### src/rtl/cia_eclk_bus_ctrl_pkg.sv
// Shared definitions for the CIA E-clock bus controller: FSM state encoding
// and the E-clock phase indices used to align CPU accesses.
package cia_eclk_bus_ctrl_pkg;

    typedef enum logic [1:0] {
        ST_IDLE   = 2'd0,
        ST_SYNC   = 2'd1,
        ST_ACCESS = 2'd2,
        ST_DONE   = 2'd3
    } state_t;

    localparam int ECLK_W         = 10;
    localparam int VMA_PHASE      = 3;
    localparam int E_HIGH_FIRST   = 6;
    localparam int E_LAST         = 9;
    localparam int TIMEOUT_CYCLES = 32;

endpackage

### src/rtl/cia_eclk_bus_ctrl.sv
// 6800-style synchronous bus controller aligning CPU accesses to the CIA E clock.
// Optional macro CIA_TIMEOUT_EN adds a bus-error timeout for a stalled access.
module cia_eclk_bus_ctrl
    import cia_eclk_bus_ctrl_pkg::*;
(
    input  logic                clk,
    input  logic                reset,
    input  logic [ECLK_W-1:0]   eclk,
    input  logic                cpu_req,
    input  logic                cpu_rw,
    input  logic                cpu_sel_a,
    input  logic                cpu_sel_b,
    input  logic [3:0]          cpu_rs,
    input  logic [7:0]          cpu_wdata,
    output logic [7:0]          cpu_rdata,
    output logic                cpu_ack,
    output logic                cpu_berr,
    output logic                vma,
    output logic                cia_e,
    output logic                cia_a_en,
    output logic                cia_b_en,
    output logic                cia_rw,
    output logic [3:0]          cia_rs,
    output logic [7:0]          cia_wdata,
    output logic                cia_strobe,
    input  logic [7:0]          cia_rdata_a,
    input  logic [7:0]          cia_rdata_b,
    output state_t              fsm_state
);

    state_t state, state_next;
    logic   accept, sync_go, strobe_hit, timeout_hit, eclk_locked;
    logic   sel_a_q, sel_b_q, ack_pend;

    assign cia_e       = |eclk[E_LAST:E_HIGH_FIRST];
    assign eclk_locked = $onehot(eclk);
    assign fsm_state   = state;

    always_ff @(posedge clk) begin
        if (reset) begin
            state <= ST_IDLE;
        end else begin
            state <= state_next;
        end
    end

    always_comb begin
        state_next = state;
        case (state)
            ST_IDLE:   if (accept) state_next = ST_SYNC;
            ST_SYNC:   if (timeout_hit) state_next = ST_DONE;
                       else if (sync_go) state_next = ST_ACCESS;
            ST_ACCESS: if (timeout_hit || strobe_hit) state_next = ST_DONE;
            ST_DONE:   if (!cpu_req) state_next = ST_IDLE;
            default:   state_next = ST_IDLE;
        endcase
    end

    // Strobe and ack are gated by reset so a reset cycle never emits either.
    always_comb begin
        accept     = (state == ST_IDLE) && cpu_req && (cpu_sel_a || cpu_sel_b);
        sync_go    = (state == ST_SYNC) && eclk[VMA_PHASE] && eclk_locked;
        strobe_hit = (state == ST_ACCESS) && eclk[E_LAST] && !timeout_hit;
        cia_strobe = strobe_hit && !reset;
        cpu_ack    = ack_pend && cpu_req && !reset;
    end

`ifdef CIA_TIMEOUT_EN
    logic [5:0] to_cnt;

    // Counts cycles since acceptance; saturates so a stuck DONE cannot wrap.
    always_ff @(posedge clk) begin
        if (reset) begin
            to_cnt <= 6'd0;
        end else if (state == ST_IDLE) begin
            to_cnt <= accept ? 6'd1 : 6'd0;
        end else if (to_cnt != 6'h3F) begin
            to_cnt <= to_cnt + 6'd1;
        end
    end

    assign timeout_hit = ((state == ST_SYNC) || (state == ST_ACCESS)) &&
                         (to_cnt == 6'(TIMEOUT_CYCLES - 1));

    always_ff @(posedge clk) begin
        if (reset) begin
            cpu_berr <= 1'b0;
        end else begin
            cpu_berr <= timeout_hit;
        end
    end
`else
    assign timeout_hit = 1'b0;
    assign cpu_berr    = 1'b0;
`endif

    always_ff @(posedge clk) begin
        if (reset) begin
            vma       <= 1'b0;
            cia_a_en  <= 1'b0;
            cia_b_en  <= 1'b0;
            cia_rw    <= 1'b1;
            cia_rs    <= 4'd0;
            cia_wdata <= 8'd0;
            cpu_rdata <= 8'd0;
            sel_a_q   <= 1'b0;
            sel_b_q   <= 1'b0;
            ack_pend  <= 1'b0;
        end else begin
            ack_pend <= strobe_hit;
            if (accept) begin
                cia_rw    <= cpu_rw;
                cia_rs    <= cpu_rs;
                cia_wdata <= cpu_wdata;
                sel_a_q   <= cpu_sel_a;
                sel_b_q   <= cpu_sel_b;
            end
            if (sync_go && !timeout_hit) begin
                vma      <= 1'b1;
                cia_a_en <= sel_a_q;
                cia_b_en <= sel_b_q;
            end
            if (strobe_hit || timeout_hit) begin
                vma      <= 1'b0;
                cia_a_en <= 1'b0;
                cia_b_en <= 1'b0;
            end
            // CIA-A wins when both chips are selected.
            if (strobe_hit && cia_rw) begin
                cpu_rdata <= sel_a_q ? cia_rdata_a : cia_rdata_b;
            end
        end
    end

endmodule

### config.mk
export PLATFORM = sky130hd
export DESIGN_NAME = cia_eclk_bus_ctrl
export DESIGN_NICKNAME = d
export VERILOG_FILES = /design/src/rtl/cia_eclk_bus_ctrl_pkg.sv /design/src/rtl/cia_eclk_bus_ctrl.sv
export SDC_FILE = /design/constraint.sdc
export NUM_CORES = 1
export LEC_CHECK = 0
export CAP_MARGIN = 20
export CELL_PAD_IN_SITES_DETAIL_PLACEMENT = 1
export CELL_PAD_IN_SITES_GLOBAL_PLACEMENT = 1
export CORE_MARGIN = 2
export CORE_UTILIZATION = 28
export CTS_BUF_LIST = sky130_fd_sc_hd__clkbuf_2
export DETAILED_ROUTE_END_ITERATION = 7
export PLACE_DENSITY_LB_ADDON = 0.1
export SLEW_MARGIN = 20
export SYNTH_ARGS = -nofsm -noshare
export SYNTH_HDL_FRONTEND = slang
export SYNTH_SLANG_ARGS = --single-unit
### constraint.sdc
create_clock -name clk -period 5.1 [get_ports clk]
set_input_delay 1.53 -clock clk [delete_from_list [all_inputs] [get_ports clk]]
set_output_delay 1.53 -clock clk [all_outputs]
set_load 0.005 [all_outputs]
==> metrics.csv <==
metric,value,unit
Total Die Area,5620,um2
share of the clock period used by the worst path after layout,95.5,%
clk_skew,0.0135,ns
number of buffers inserted during clock tree synthesis,5,
Mapped Nets,216,
switching power as a share of total power,33.5,%
number of nets in the layout,291,
total power divided by cell area,343,nW/um2
total length of routed wires,4190,um
via/cell ratio,4.58,
endpoints failing hold,0,
setup repair after global routing missed its margin,false,
post-synthesis cell type count,25,
pin count of the biggest net entering global routing,17,
"Data arrival, critical path",5.13,ns
final-report setup violation count,0,
"Seq/Total Area, Yosys",41.1,%
wire length per cell,13.8,um
max-slew headroom at the worst pin,58.1,%
Post-Route Utilization,48.1,%
number of placement rows,25,
number of antenna repair diodes,0,
Final Critical Period,4.87,ns
TritonRoute pass-1 iters,4,
P_sw,0.000264,W
via count of the first global-routing pass,1429,
number of buffers on the longest clock path,2,
worst setup slack after placement,-0.260,ns
number of flip-flops and latches in the synthesized netlist,29,
maximum frequency from static timing analysis,205,MHz
Horiz. Die Dim,75.0,um
element type at the critical path end,flop,
worst ir drop on vdd,157,uV
Synth top area share,41.1,%
Tightest Pin Transition,0.627,ns
category of the critical setup timing path,in2reg,
sum of net half-perimeters after detailed placement,3350,um
clk root buf,clkbuf_2,
biggest area contributors in the synthesized netlist,"dfxtp_1, fa_1, nand2_1, mux2i_1, a21oi_1",
Top Family by Delay on Critical Path,adder cells,
total number of yosys warnings,0,
"top library cells by usage in the layout, fill and taps aside","clkdlybuf4s50_1, nand2_1, dfxtp_1",
highest net fanout along the worst path,2,
I/O pin cnt,74,
chip height,75.0,um
number of logic stages on the critical path including buffering,13,
largest stage delay on the critical path,0.51,ns
worst hold path depth,2,
part of the power in registers,37.4,%
# DRC,0,
number of instances in the synthesized netlist,160,
"Cell Chain, Critical Path",clkdlybuf4s50_1 -> fa_1 -> fa_1 -> inv_1 -> fa_1 -> inv_1 -> ha_1 -> inv_1 -> fa_1 -> a2111oi_4 -> o21ai_1 -> a2111o_1 -> o211a_1,
relative contribution of the clock network to total power,21.2,%
category of the worst setup path launch point,primary input,
fin. max-slew vios,0,
hold_buf cts,0,
result of the run,"complete, no violations",
core region area,4790,um2
port bufs,72,
fraction of final layout cells with drive strength greater than 1,6.36,%
Comb pwr share,41.3,%
minimum setup slack in the final design,0.229,ns
cell with the biggest individual delay on the critical path,fa_1,
Overall Power,0.000788,W
wire length of the first global-routing pass,6380,um
GRT Residual Overflow,0,
Max Cap Viol,0,
area added between synthesis and finish,62.9,%
"Cell Area, Synth",1410,um2
"leading cell type in the layout, fill and taps excluded",clkdlybuf4s50_1,
most common cell type on the critical path,fa_1,
type of the tightest min-delay check,reg2reg,
final RePlAce weighted congestion,0.781,
"CTS clk-pin slew, worst paths",0.14,ns
sum of buffers and inverters on the critical path,4,
DRT antenna net count,0,
TritonCTS clock tree,built,
via count,1388,
starting density of the core,29.5,%
clock latency reported for the late side of the worst-skew pair,0.36,ns
dominant cell type by area after synthesis,dfxtp_1,
initial antenna violation count,0,
required time at the worst-slack endpoint,5.36,ns
mean instance size in the synthesized netlist,8.82,um2
Clock Sinks,29,
cell-internal power,0.000525,W
number of DRC violations after detailed-routing iteration 0,30,
H-tree levels,2,
total leakage power,0.908,nW
total global routing track utilization,15.2,%
worst r2r path cells,6,
## cell usage after synthesis, drive strengths merged
cell	instances
a2111o	1
a2111oi	1
a211oi	8
a21oi	16
a221o	1
and2	1
and3	2
and4	1
buf	2
clkbuf	7
conb	1
dfxtp	29
fa	6
ha	6
inv	14
mux2i	11
nand2	32
nand3	3
nor2	12
nor2b	1
o211a	2
o211ai	1
o21ai	1
or4	1
## per-layer routing
layer	vias up	global-route usage (%)	part of all wire (%)
li1	678	-	-
met1	665	17.6	42
met2	39	25.3	50
met3	6	4.82	6.4
met4	0	7.14	1.5
met5	-	0	0
## area by class of cell
class	instances	area, um2
repair buffers	77	758
fillers	557	2490
multi-input cells	108	761
inverters	14	52.6
clock buffers	6	30.0
flip-flops and latches	29	581
well taps	67	83.8
clock inverters	2	33.8
## worst min-delay path, stage by stage, from the launching register on
cell     delay, ns
dfxtp_1       0.34
inv_1         0.05
a21oi_1       0.05
## stage by stage
stage          TNS (ns)  hold slack, ns  instances  instance area [um2]
3_3_place_gp     -0.300           0.443        295                 2210
5_1_grt               0           0.491        303                 2300
2_1_floorplan         0           0.436        160                 1410
3_5_place_dp     -0.604           0.451        295                 2210
6_report              0           0.468        303                 2300
4_1_cts               0           0.472        303                 2280
## power groups by stage
stage | clock network (W) | logic, W | registers [W]
5_1_grt | 0.000183 | 0.000366 | 0.000301
3_3_place_gp | 0 | 0.000298 | 0.000298
6_report | 0.000167 | 0.000326 | 0.000295
4_1_cts | 0.000172 | 0.000316 | 0.000296
3_5_place_dp | 0 | 0.000314 | 0.000302
2_1_floorplan | 0 | 0.000167 | 0.000293
## flip-flops by register name, summed over array words and instances (netlist names)
signal and flops:
cia_wdata 8, cia_b_en 1, vma 1, sel_b_q 1, sel_a_q 1, ack_pend 1, cia_rs 4, cia_a_en 1
cpu_rdata 8, fsm_state 2, cia_rw 1
## logic make-up (layout without fill, tap and decap cells)
kind of cell               after synthesis  after routing  share of synthesized area (%)
adders and majority gates               12             12                           13.8
buffers and inverters                   23             99                           6.47
other                                    1              1                          0.266
muxes                                   11             11                           7.80
AOI/OAI and AO/OA                       31             31                           14.8
and+or+nand+nor                         53             53                           15.7
DFF                                     29             29                           41.1
## path summary, 6_finish.rpt
| check | startpoint | end | slack, ns |
|---|---|---|---|
| max | eclk[0] | fsm_state[0] | 0.23 |
| min | vma | vma | 0.47 |
| max reg2reg | fsm_state[0] | fsm_state[0] | 2.97 |
| min reg2reg | vma | vma | 0.47 |
## repair_timing
item	4_1_cts	5_1_grt
setup buffers	0	0
setup endpoints to repair	0	2
gates resized for setup	0	3
Note: power is estimated with default switching activity, not from simulation.
